<file path="config.mk">
export PLATFORM = sky130hd
export DESIGN_NAME = regfile_bus_ctrl_flat
export DESIGN_NICKNAME = d
export VERILOG_FILES = /design/src/rtl/regbus_pkg.sv /design/src/rtl/regfile_bus_ctrl_if.sv /design/src/rtl/regbus_decode.sv /design/src/rtl/regfile_bus_ctrl.sv /design/src/flat_wrapper.sv
export SDC_FILE = /design/constraint.sdc
export NUM_CORES = 1
export LEC_CHECK = 0
export ABC_CLOCK_PERIOD_IN_PS = 2000
export CAP_MARGIN = 10
export CORE_ASPECT_RATIO = 1.5
export CORE_UTILIZATION = 37
export DETAILED_ROUTE_END_ITERATION = 8
export PLACE_DENSITY = 0.86
export SKIP_LAST_GASP = 1
export SLEW_MARGIN = 5
export SYNTH_ARGS = -nofsm -noshare
export SYNTH_HDL_FRONTEND = slang
export SYNTH_SLANG_ARGS = --single-unit
export TNS_END_PERCENT = 30
</file>
<file path="constraint.sdc">
create_clock -name clk -period 2 [get_ports clk]
set_input_delay 0.2 -clock clk [delete_from_list [all_inputs] [get_ports clk]]
set_output_delay 0.2 -clock clk [all_outputs]
set_load 0.05 [all_outputs]
</file>
<file path="src/rtl/regbus_pkg.sv">
// Shared types and defaults for the register-file bus controller.
package regbus_pkg;

  localparam int XLEN  = 32;
  localparam int NREGS = 32;
  localparam int IDXW  = 5;

  typedef enum logic [1:0] {
    IDLE,
    DRIVE,
    RESP,
    WRITE
  } regbus_state_t;

  typedef struct packed {
    logic [IDXW-1:0] rs1;
    logic [IDXW-1:0] rs2;
    logic [IDXW-1:0] rd;
    logic            we;
    logic [XLEN-1:0] wdata;
  } regbus_req_t;

  // Register 0 is hardwired to zero and indices past the array have no register behind them.
  function automatic logic idx_in_range(int unsigned idx, int unsigned nregs);
    return (idx != 0) && (idx < nregs);
  endfunction

endpackage

</file>
<file path="src/rtl/regfile_bus_ctrl_if.sv">
// Request, response and register-bus signals of regfile_bus_ctrl.
// slave = controller view, master = requester / register-array view.
interface regfile_bus_ctrl_if #(
  parameter int XLEN  = 32,
  parameter int NREGS = 32,
  parameter int IDXW  = 5
);
  logic             req_valid;
  logic             req_ready;
  logic [IDXW-1:0]  req_rs1;
  logic [IDXW-1:0]  req_rs2;
  logic [IDXW-1:0]  req_rd;
  logic             req_we;
  logic [XLEN-1:0]  req_wdata;

  logic             rsp_valid;
  logic             rsp_ready;
  logic [XLEN-1:0]  rsp_a;
  logic [XLEN-1:0]  rsp_b;

  logic [NREGS-1:0] enable_a;
  logic [NREGS-1:0] enable_b;
  logic [NREGS-1:0] store;
  logic [XLEN-1:0]  wr_data;
  logic [XLEN-1:0]  a_bus;
  logic [XLEN-1:0]  b_bus;

  modport slave (
    input  req_valid, req_rs1, req_rs2, req_rd, req_we, req_wdata,
    output req_ready,
    output rsp_valid, rsp_a, rsp_b,
    input  rsp_ready,
    output enable_a, enable_b, store, wr_data,
    input  a_bus, b_bus
  );

  modport master (
    output req_valid, req_rs1, req_rs2, req_rd, req_we, req_wdata,
    input  req_ready,
    input  rsp_valid, rsp_a, rsp_b,
    output rsp_ready,
    input  enable_a, enable_b, store, wr_data,
    output a_bus, b_bus
  );

endinterface

</file>
<file path="src/rtl/regbus_decode.sv">
// Gated register index to one-hot strobe decoder; never selects register 0
// or an index beyond the array.
module regbus_decode
  import regbus_pkg::*;
#(
  parameter int NREGS = regbus_pkg::NREGS,
  parameter int IDXW  = regbus_pkg::IDXW
) (
  input  logic [IDXW-1:0]  idx_i,
  input  logic             gate_i,
  output logic [NREGS-1:0] onehot_o
);

  // NOTE: the all-zero default ahead of the conditional keeps this purely
  // combinational; without it the partially assigned vector would infer a latch.
  always_comb begin
    onehot_o = '0;
    if (gate_i && idx_in_range(32'(idx_i), NREGS)) begin
      onehot_o[idx_i] = 1'b1;
    end
  end

endmodule

</file>
<file path="src/rtl/regfile_bus_ctrl.sv">
// Initiator for the tri-state register file: one transaction at a time, read then
// optional writeback. Define REGBUS_WRITE_FIRST_EN to perform the writeback before the read.
module regfile_bus_ctrl
  import regbus_pkg::*;
#(
  parameter int XLEN  = regbus_pkg::XLEN,
  parameter int NREGS = regbus_pkg::NREGS,
  parameter int IDXW  = regbus_pkg::IDXW
) (
  input  logic                clk,
  input  logic                reset_n,
  regfile_bus_ctrl_if.slave   bus
);

  regbus_state_t    state_q;
  regbus_req_t      req_q;
  logic             wr_done_q;
  logic [XLEN-1:0]  rsp_a_q;
  logic [XLEN-1:0]  rsp_b_q;
  logic [XLEN-1:0]  wr_data_q;

  logic [NREGS-1:0] en_a;
  logic [NREGS-1:0] en_b;
  logic [NREGS-1:0] store;
  logic             rd_ok;

  assign rd_ok = req_q.we && idx_in_range(32'(req_q.rd), NREGS);

  // Strobes come only from flops, so reset clears them without waiting for an edge.
  regbus_decode #(.NREGS(NREGS), .IDXW(IDXW)) u_dec_a (
    .idx_i    (req_q.rs1),
    .gate_i   (state_q == DRIVE),
    .onehot_o (en_a)
  );

  regbus_decode #(.NREGS(NREGS), .IDXW(IDXW)) u_dec_b (
    .idx_i    (req_q.rs2),
    .gate_i   (state_q == DRIVE),
    .onehot_o (en_b)
  );

  regbus_decode #(.NREGS(NREGS), .IDXW(IDXW)) u_dec_st (
    .idx_i    (req_q.rd),
    .gate_i   (state_q == WRITE),
    .onehot_o (store)
  );

  // NOTE: every register here updates with <= so all of them see the pre-edge
  // values of each other; blocking assignments would make the result order-dependent.
  always_ff @(posedge clk or negedge reset_n) begin
    if (!reset_n) begin
      state_q   <= IDLE;
      req_q     <= '0;
      wr_done_q <= 1'b0;
      rsp_a_q   <= '0;
      rsp_b_q   <= '0;
      wr_data_q <= '0;
    end else begin
      case (state_q)
        IDLE: begin
          if (bus.req_valid) begin
            req_q.rs1   <= bus.req_rs1;
            req_q.rs2   <= bus.req_rs2;
            req_q.rd    <= bus.req_rd;
            req_q.we    <= bus.req_we;
            req_q.wdata <= bus.req_wdata;
            wr_done_q   <= 1'b0;
`ifdef REGBUS_WRITE_FIRST_EN
            if (bus.req_we && idx_in_range(32'(bus.req_rd), NREGS)) begin
              wr_data_q <= bus.req_wdata;
              state_q   <= WRITE;
            end else begin
              state_q <= DRIVE;
            end
`else
            state_q <= DRIVE;
`endif
          end
        end
        DRIVE: begin
          // An undriven bus carries nothing meaningful, so unselected operands read as zero.
          rsp_a_q <= (|en_a) ? bus.a_bus : '0;
          rsp_b_q <= (|en_b) ? bus.b_bus : '0;
          state_q <= RESP;
        end
        RESP: begin
          if (bus.rsp_ready) begin
            if (rd_ok && !wr_done_q) begin
              wr_data_q <= req_q.wdata;
              state_q   <= WRITE;
            end else begin
              state_q <= IDLE;
            end
          end
        end
        WRITE: begin
          wr_done_q <= 1'b1;
`ifdef REGBUS_WRITE_FIRST_EN
          state_q <= DRIVE;
`else
          state_q <= IDLE;
`endif
        end
        default: state_q <= IDLE;
      endcase
    end
  end

  assign bus.req_ready = (state_q == IDLE);
  assign bus.rsp_valid = (state_q == RESP);
  assign bus.rsp_a     = rsp_a_q;
  assign bus.rsp_b     = rsp_b_q;
  assign bus.enable_a  = en_a;
  assign bus.enable_b  = en_b;
  assign bus.store     = store;
  assign bus.wr_data   = wr_data_q;

endmodule

</file>
<file path="src/flat_wrapper.sv">
// flat-port wrapper written by rule: the top's interface ports become plain ports
module regfile_bus_ctrl_flat import regbus_pkg::*;
#(
  parameter int XLEN  = regbus_pkg::XLEN,
  parameter int NREGS = regbus_pkg::NREGS,
  parameter int IDXW  = regbus_pkg::IDXW
)
  (clk, reset_n, bus_req_valid, bus_req_rs1, bus_req_rs2, bus_req_rd, bus_req_we, bus_req_wdata, bus_req_ready, bus_rsp_valid, bus_rsp_a, bus_rsp_b, bus_rsp_ready, bus_enable_a, bus_enable_b, bus_store, bus_wr_data, bus_a_bus, bus_b_bus);
  regfile_bus_ctrl_if #(.XLEN(XLEN), .NREGS(NREGS), .IDXW(IDXW)) bus_i ();
  input  logic clk;
  input  logic reset_n;
  input wire logic [$bits(bus_i.req_valid)-1:0] bus_req_valid;
  input wire logic [$bits(bus_i.req_rs1)-1:0] bus_req_rs1;
  input wire logic [$bits(bus_i.req_rs2)-1:0] bus_req_rs2;
  input wire logic [$bits(bus_i.req_rd)-1:0] bus_req_rd;
  input wire logic [$bits(bus_i.req_we)-1:0] bus_req_we;
  input wire logic [$bits(bus_i.req_wdata)-1:0] bus_req_wdata;
  output wire logic [$bits(bus_i.req_ready)-1:0] bus_req_ready;
  output wire logic [$bits(bus_i.rsp_valid)-1:0] bus_rsp_valid;
  output wire logic [$bits(bus_i.rsp_a)-1:0] bus_rsp_a;
  output wire logic [$bits(bus_i.rsp_b)-1:0] bus_rsp_b;
  input wire logic [$bits(bus_i.rsp_ready)-1:0] bus_rsp_ready;
  output wire logic [$bits(bus_i.enable_a)-1:0] bus_enable_a;
  output wire logic [$bits(bus_i.enable_b)-1:0] bus_enable_b;
  output wire logic [$bits(bus_i.store)-1:0] bus_store;
  output wire logic [$bits(bus_i.wr_data)-1:0] bus_wr_data;
  input wire logic [$bits(bus_i.a_bus)-1:0] bus_a_bus;
  input wire logic [$bits(bus_i.b_bus)-1:0] bus_b_bus;
  assign bus_i.req_valid = bus_req_valid;
  assign bus_i.req_rs1 = bus_req_rs1;
  assign bus_i.req_rs2 = bus_req_rs2;
  assign bus_i.req_rd = bus_req_rd;
  assign bus_i.req_we = bus_req_we;
  assign bus_i.req_wdata = bus_req_wdata;
  assign bus_req_ready = bus_i.req_ready;
  assign bus_rsp_valid = bus_i.rsp_valid;
  assign bus_rsp_a = bus_i.rsp_a;
  assign bus_rsp_b = bus_i.rsp_b;
  assign bus_i.rsp_ready = bus_rsp_ready;
  assign bus_enable_a = bus_i.enable_a;
  assign bus_enable_b = bus_i.enable_b;
  assign bus_store = bus_i.store;
  assign bus_wr_data = bus_i.wr_data;
  assign bus_i.a_bus = bus_a_bus;
  assign bus_i.b_bus = bus_b_bus;
  regfile_bus_ctrl #(.XLEN(XLEN), .NREGS(NREGS), .IDXW(IDXW)) u_core (.clk(clk), .reset_n(reset_n), .bus(bus_i));
endmodule
</file>
==> results.txt <==
The vias after detailed routing came out at 5929. The final weighted congestion in routability-driven placement came out at 0.831. In this run the tool buffered the top-level ports with 306 buffer cells. The area of the mapped netlist came out at 0.00635 mm². The critical path is of the reg -> out type.

The total leakage power is 4.79 nW. In this run the critical register-to-register path is captured at u_core.bus.wr_data[13]$_DFFE_PN0P_. The critical path ends at bus_enable_a[27]. The count of distinct cell types in the synthesized netlist is 31. The number of antenna violations at the first check in global routing came out at 0.

For this run, the top clock speed supported by timing is 0.470 GHz. The final hold violation count came to 0. The H-tree depth is 4. TritonCTS built the clock tree. The area of the die came out at 0.0177 mm².

In this run the critical register-to-register path is launched from u_core.req_q[35]$_DFFE_PN0P_. Once the floorplan was initialized, standard cells occupied 37.9% of the core. The end-of-flow core utilization is 70.8%. The number of antenna diodes in the final layout is 0.

Setup repair after global routing could not meet its margin everywhere. The number of warnings printed during yosys synthesis is 0. The total routed wirelength is 22.5 mm. The maximum vdd drop is 1.14 mV.

The final period demand of the worst path is 2.13 ns. The average routed wire per standard cell came out at 19.2 µm. The remaining routing DRC violations came out at 0. The global-route wire length before repair came out at 32.6 mm. STA classifies the critical path startpoint as a flop. The worst hold path belongs to the class in -> async. Using the TritonRoute via totals, the vias-per-cell ratio works out to 5.05.

The capturing element type of the critical path is a primary output. At the pin with the least slew margin, the transition time is 0.576 ns. The layout overhead on the synthesized area came out at 86.7%. The overall overflow remaining after global route came out at 0. The total half-perimeter wirelength after legalization and detailed placement came out at 16.0 mm.

The number of clock buffers inserted by TritonCTS is 17. The register-to-register path setup slack is 0.01 ns. For this design, the sink count on the clock tree is 147. The final cycle utilization of the critical path came out at 106%. The proportion of layout cells with a drive suffix above 1 came out at 36.0%. The flow ran to the end, but the final reports show violations. After synthesis the netlist holds a flip-flop and latch count of 147. The power density over the cells is 1620 mW/mm². The pre-antenna-repair detailed-routing pass consisted of 4 iterations.

Max-cap violations in this run came to 0. The pin count of the biggest net entering global routing came out at 57. The worst-skew pair later-pin latency came out at 0.41 ns.

The tree is rooted in a clkbuf_16. The max-slew violation count is 0. After the first detailed-routing iteration, the DRC count stood at 299. The final setup slack of the worst path came out at -0.129 ns. The residual antenna-violating net count after detailed routing is 0. The worst slew margin relative to its limit came out at 61.5%. The critical path starts at u_core.state_q[1]$_DFFE_PN0P_.

The total track usage is 24.4%. At the end of the flow, the number of nets in the layout was 1066. The clock transition time at the flip-flop clock pins of the worst setup and hold paths came out at 0.07 ns.

The die is 109 µm wide. The maximum clock insertion buffer count is 2. The worst clock skew came out at 0.0101 ns. The number of setup violations in the final report came out at 41. The number of placed I/O pins is 310.

After floorplanning, the core was divided into 58 placement rows. The cell count of the worst reg-to-reg path came out at 5. The placeable core region is 0.0168 mm².

The number of instances in the synthesized netlist came out at 616. The number of global-route vias before repair is 6196. The average instance area after synthesis came out at 10.3 µm².

STA puts the critical path data arrival time at 1.93 ns. Along the worst path, the maximum fanout reaches 8. The overall power of the completed layout is 0.0192 W. The final reports fail on negative setup slack. Measured along the y axis, the die boundary spans 163 µm. The fraction of the yosys area taken by sequential cells came out at 57.9%.

The data required time of the critical path came out at 1.80 ns.
[stage by stage]
step / setup TNS, ns / worst slack [ns] / cell area (µm²) / cells / hold WS (ns)
floorplan: -11.41 / -0.334 / 6390 / 618 / -0.0956
global route: -5.65 / -0.168 / 11900 / 1173 / 0.331
finish: -1.62 / -0.129 / 11900 / 1173 / 0.311
global placement: 0 / 0.159 / 10600 / 1112 / 0.191
CTS: -2.31 / -0.0925 / 11600 / 1160 / 0.316
detailed placement: 0 / 0.114 / 10600 / 1112 / 0.197
[sequential cells by signal, summed over array words and instances, names as in the netlist]
name	flops
u_core.wr_done_q	1
u_core.state_q	2
u_core.bus.rsp_a	32
u_core.req_q	48
u_core.bus.wr_data	32
u_core.bus.rsp_b	32
[critical path: stages, from the launching register on]
cell and delay, ns:
dfrtp_2 0.43, buf_6 0.14, nor2b_4 0.19, buf_4 0.15, nand3_4 0.16, nor2_1 0.26, buf_12 0.17
[layer usage]
metal	GRT usage, %	share of wire, %	up-vias
met5	0	0	-
met1	24.5	34	2894
met3	6.12	5.9	74
met2	44.5	55	241
li1	-	-	2720
met4	14.1	5.3	0
[layout by cell type (no fill, tap or decap), drive strengths merged]
master	instances
clkdlybuf4s50	210
dfrtp	147
buf	139
nand2	134
nor2	91
mux2	80
o21ai	64
clkbuf	18
inv	12
nand3b	11
or3	9
nor3	8
nand3	6
nand2b	6
or3b	4
clkinv	4
conb	3
nor2b	2
nor3b	2
or2	2
a21oi	2
and2	2
nand4	1
nand4b	1
and4bb	1
o311ai	1
o31ai	1
o211ai	1
dlygate4sd3	1
[worst min path at each step]
| stage | from | endpoint | cells after the start |
|---|---|---|---|
| floorplan | reset_n | u_core.bus.rsp_a[0]$_DFFE_PN0N_ | 0 |
| global placement | reset_n | u_core.bus.wr_data[8]$_DFFE_PN0P_ | 1 |
| detailed placement | reset_n | u_core.bus.wr_data[10]$_DFFE_PN0P_ | 1 |
| CTS | bus_a_bus[3] | u_core.bus.rsp_a[3]$_DFFE_PN0N_ | 3 |
| global route | bus_a_bus[30] | u_core.bus.rsp_a[30]$_DFFE_PN0N_ | 3 |
| finish | reset_n | u_core.req_q[8]$_DFFE_PN0P_ | 2 |
[cell type report]
cell class                      instances  area, µm²
Clock inverter                         14        139
Multi-Input combinational cell        432       2910
Clock buffer                           18        439
Inverter                                2       7.51
Fill cell                            1081       4900
Tap cell                              210        263
Sequential cell                       147       3690
Timing Repair Buffer                  350       4420
[Yosys cell counts]
cell type / n / area, µm²
o211ai_1: 1 / 7.51
nor2_1: 91 / 342
nand2b_1: 6 / 37.5
clkbuf_2: 3 / 15.0
nand4b_1: 1 / 8.76
or3_4: 1 / 11.3
nand4_1: 1 / 6.26
clkbuf_1: 23 / 86.3
nor2b_1: 1 / 6.26
and2_1: 2 / 12.5
o21ai_0: 64 / 320
nand3b_1: 11 / 82.6
nand3_1: 6 / 30.0
a21oi_1: 2 / 10.0
buf_4: 3 / 22.5
buf_2: 6 / 30.0
or3b_2: 4 / 35.0
or3_1: 8 / 50.1
o31ai_1: 1 / 7.51
mux2_1: 2 / 22.5
or2_1: 2 / 12.5
o311ai_4: 1 / 26.3
and4bb_2: 1 / 12.5
nand2_1: 134 / 503
dfrtp_1: 147 / 3680
nor3b_1: 2 / 15.0
inv_1: 2 / 7.51
conb_1: 1 / 3.75
buf_6: 3 / 33.8
nor3_1: 8 / 40.0
mux2_2: 78 / 878
[cell families (layout without fill, tap and decap cells)]
| family | after synthesis | count (layout) | share of synthesized area (%) |
|---|---|---|---|
| AND/OR/NAND/NOR | 279 | 280 | 19.0 |
| flip-flops | 147 | 147 | 57.9 |
| multiplexers | 80 | 80 | 14.2 |
| AO/OA/AOI/OAI | 69 | 69 | 5.85 |
| buffers and inverters | 40 | 384 | 3.07 |
| other | 1 | 3 | 0.0590 |
[timing repair]
action                     CTS  global route
resized for setup           67            47
setup endpoints to repair   90           108
hold endpoints to repair    52             0
setup buffers               14            13
gates cloned                 1             0
pin swaps                    9             7
hold buffers                 1             0
[where the power goes]
part	leakage, nW	internal, W	switching (W)
combinational	2.73	0.00396	0.00656
clock	0.289	0.00170	0.00141
sequential	1.77	0.00448	0.00111
(Power assumes the default switching activity.)
==> RTL edit 1 (config.mk and constraints unchanged) <==
The 4 states of `regbus_state_t` get a one-hot encoding in 4 bits.
--- a/src/rtl/regbus_pkg.sv
+++ b/src/rtl/regbus_pkg.sv
@@ -5,11 +5,11 @@
   localparam int NREGS = 32;
   localparam int IDXW  = 5;
 
-  typedef enum logic [1:0] {
-    IDLE,
-    DRIVE,
-    RESP,
-    WRITE
+  typedef enum logic [3:0] {
+    IDLE  = 4'b0001,
+    DRIVE = 4'b0010,
+    RESP  = 4'b0100,
+    WRITE = 4'b1000
   } regbus_state_t;
 
   typedef struct packed {
Function: same outputs for any inputs over 4 cycles, from zero or initial values and one cycle with reset_n low; so few cycles prove little.
==> RTL edit 1 against the unedited design <==
Cell area rose by 4.2%. Combinational power decreased by 7%. Sequential cell count grew 2. Register-to-register slack got worse by 0.12 ns. Setup slack worse by 0.26 ns. The flow still finishes with violations (setup timing). Routed wire length up 2.4%. Synthesized area increased by 1.4%. Total power is 4.4% lower. First-iteration DRC count down 12%.
==> RTL edit 1: results (changes against the unedited design) <==
dpl hpwl 16100 um (+0.63%); final setup vio count 128 (+210%); crit path DAT 2.19 ns (+0.26 ns); # fillers 1059 (-2.0%); Hold WS 0.321 ns (+0.0103 ns); pre-CTS setup slack -0.140 ns (-0.254 ns); leakage power 4.99 nW (+4.3%); final wirelength 23100 um (+2.4%); delay-heaviest family, CP buffers and inverters; Post-CTS Setup Repair Bufs 4 (-10); mux contribution to synthesized area 0.138 (-0.00365); fraction of area in multi-input gates 0.267 (+0.0223); Post-synth top cells 148 x dfrtp_1, 132 x nand2_1, 97 x nor2_1; met3 Usage GRT 0.0774 (+0.0162); drt first-iter violations 264 (-12%); met1 Use GR 0.248 (+0.00296); status complete, but fails checks; syn avg cell area 10.4 um2 (+0.70%); via count 6019 (+1.5%); sequential cell area fraction in the yosys report 0.579 (about the same); Final GP Congestion 0.842 (+1.2%); Slew @ Worst Pin 0.543 ns (-0.0328 ns); Util after Layout 0.731 (+0.0234); Setup TNS -27.31 ns (-25.69 ns); reg2reg setup slack -0.11 ns (-0.12 ns); Worst R2R Start u_core.state_q[3]; met2 usage 0.442 (-0.00257); Non-Filler Instances 1175 (+0.17%); number of antenna violations at the first check in global routing 1 (+1); Post-CTS Resized 65 (-3.0%); final setup margin -0.389 ns (-0.261 ns); Synth area leaders dfrtp_1 57%, mux2_2 13%, nand2_1 7.7%, nor2_1 5.7%, o21ai_0 5.1%; Overall Power 18.4 mW (-4.4%); # clk buffers 19 (+1); number of multi-input logic gates 431 (-0.23%); number of global-route vias before repair 6092 (-1.7%); Comb. pwr 9.74 mW (-7%); Synth Area in Compound Gates 0.0569 (-0.00156); wire length on met3 1650 um (+25%); layout cells sized above 1 0.381 (+0.0204); Worst Skew 0.00795 ns (-0.00218 ns); Seq cells post-synth 149 (+1.4%); slowest cell delay on critical path 0.41 ns (-0.02 ns); non-clk buf share 0.363 (-0.00913); first-pass GRT wire length 32900 um (+1.1%); Critical-path top delay cell dfrtp_1; largest net degree at the start of global routing 60 (+5.3%); DRT met1 WL 8020 um (+6.0%); clk cell area share 0.0452 (-0.00348); failing checks setup timing; met2 WL post-DR 12300 um (-0.81%); Pint 9.85 mW (-2.8%); Synth Instances 620 (+0.65%); dpl cell area 0.0113 mm2 (+5.8%); gr usage total 0.248 (+0.00358); Flop pwr share 0.304 (+0.013)
==> RTL edit 1: cell types whose count changed after synthesis, sizes merged, moves of 4 or more <==
cell,unedited run,this run
nand2b,6,1
nand3b,11,16
nor2,91,97
or3,9,5
or3b,4,8
==> RTL edit 1: how the worst max path moves through the flow <==
| stage | start | end | slack (ns) | cells past startpoint |
|---|---|---|---|---|
| 2_1_floorplan | u_core.state_q[2] | bus_enable_a[24] | -0.27 | 5 |
| 5_1_grt | u_core.state_q[2] | bus_store[9] | -0.43 | 7 |
| 4_1_cts | u_core.state_q[0] | bus_enable_b[8] | -0.35 | 5 |
| 6_report | u_core.state_q[1] | bus_store[9] | -0.39 | 7 |
| 3_3_place_gp | u_core.state_q[3] | bus_enable_b[8] | -0.09 | 5 |
| 3_5_place_dp | u_core.state_q[3] | bus_enable_b[8] | -0.14 | 5 |
==> RTL edit 1: cells by family after synthesis <==
group	count (synthesis)
flip-flops	149
AND/OR/NAND/NOR	280
buffers and inverters	42
AO/OA/AOI/OAI	69
other	1
multiplexers	79
==> RTL edit 2 (config.mk and constraints unchanged) <==
Made on the original files. `NREGS` is set to 32 in 2 places; all go to 64.
--- a/src/rtl/regbus_pkg.sv
+++ b/src/rtl/regbus_pkg.sv
@@ -2,7 +2,7 @@
 package regbus_pkg;
 
   localparam int XLEN  = 32;
-  localparam int NREGS = 32;
+  localparam int NREGS = 64;
   localparam int IDXW  = 5;
 
   typedef enum logic [1:0] {
--- a/src/rtl/regfile_bus_ctrl_if.sv
+++ b/src/rtl/regfile_bus_ctrl_if.sv
@@ -2,7 +2,7 @@
 // slave = controller view, master = requester / register-array view.
 interface regfile_bus_ctrl_if #(
   parameter int XLEN  = 32,
-  parameter int NREGS = 32,
+  parameter int NREGS = 64,
   parameter int IDXW  = 5
 );
   logic             req_valid;
Ports: changed (resized bus_enable_a, bus_enable_b and bus_store); port bits go from 310 to 406. The function was not compared with the original's and may differ.
==> RTL edit 2 against the unedited design <==
Cell count is 12% higher. Highest routed layer unchanged. Setup slack better by 0.064 ns. The run still ends with setup timing left. Routed wire length is 0.29% higher. Synthesized area increased by 11%. Combinational power up 4%. Synthesized cell count increased by 16%. Count of clock-buffer cells in the layout increased by 1. Clock power grew 6%. Sequential cell count stayed put. Critical path depth decreased by 2. Total power up 2.7%. Utilization decreased by 3.8 points. Global-route usage fell by 2.1 points. Cell area increased by 5.1%.
==> RTL edit 2: results (changes against the unedited design) <==
status complete, but fails checks; failing checks setup timing; Worst Reg-to-Reg Cells 4 (-1); layout cells sized above 1 0.329 (-0.0314); leakage power 5.10 nW (+6.5%); dpl hpwl 16500 um (+3.3%); drt first-iter violations 284 (-5.0%); worst-path fanout max 9 (+1); slowest cell delay on critical path 0.49 ns (+0.06 ns); worst vdd ir 0.000790 V (-31%); reg2reg setup slack 0.14 ns (+0.13 ns); CTS buffer count 17 (unchanged); Post-CTS Setup Repair Bufs 16 (+2); Setup TNS -0.798 ns (+0.826 ns); Worst Skew 0.00838 ns (-0.00175 ns); Post-CTS Resized 103 (+54%); first-pass GRT wire length 32900 um (+0.89%); Nets 1161 (+8.9%); final instance area 0.0125 mm2 (+5.1%); met1 Use GR 0.214 (-0.0315); # fillers 1259 (+16%); met3 Usage GRT 0.0525 (-0.00872); Synth Instances 713 (+16%); Worst Setup SP u_core.req_q[34]; Synth area leaders dfrtp_1 52%, mux2_2 12%, buf_4 10%, nand2_1 7.2%, nor2_1 4.6%; Worst R2R Start u_core.req_q[36]; wire length on met3 1410 um (+6.9%); routed len/inst 17.2 um (-10%); met2 usage 0.421 (-0.0234); DRT Pass-1 Iters 6 (+2); number of global-route vias before repair 6147 (-0.79%); Hold WS 0.278 ns (-0.0333 ns); Synth async-reset ratio 1.00 (unchanged); met2 WL post-DR 12600 um (+1.1%); Final GP Congestion 0.809 (-2.8%); sequential cell area fraction in the yosys report 0.519 (-0.0596); dpl cell area 0.0111 mm2 (+4.4%); gr usage total 0.223 (-0.0210); via count 6253 (+5.5%); pre-CTS setup slack 0.104 ns (-0.00987 ns); Slew @ Worst Pin 0.595 ns (+0.0190 ns); Post-synth top cells 147 x dfrtp_1, 136 x nand2_1, 99 x buf_4; DRT met1 WL 7430 um (-1.8%); crit path DAT 1.86 ns (-0.07 ns); final setup vio count 24 (-41%); final setup margin -0.0646 ns (+0.0642 ns); reg2reg end u_core.bus.wr_data[20]
## RTL edit 2: power by group
group	internal [mW]	switching, mW	total [mW]
Clock	1.99	1.30	3.29
Combinational	3.86	7.06	10.9
Sequential	4.47	1.06	5.53
## RTL edit 2: layout make-up
type / count / area share
Sequential cell: 147 / 0.296
Timing Repair Buffer: 350 / 0.356
Clock inverter: 13 / 0.0139
Inverter: 1 / 0.000301
Multi-Input combinational cell: 528 / 0.274
Clock buffer: 19 / 0.0347
Tap cell: 252 / 0.0253
## RTL edit 2: kinds of logic (layout without fill, tap and decap cells)
logic type / Yosys count / in the layout / share of synthesized area
and+or+nand+nor: 280 / 280 / 0.171
DFF: 147 / 147 / 0.519
buffers and inverters: 136 / 383 / 0.129
muxes: 80 / 80 / 0.127
AOI/OAI and AO/OA: 69 / 69 / 0.0528
other: 1 / 99 / 0.000529
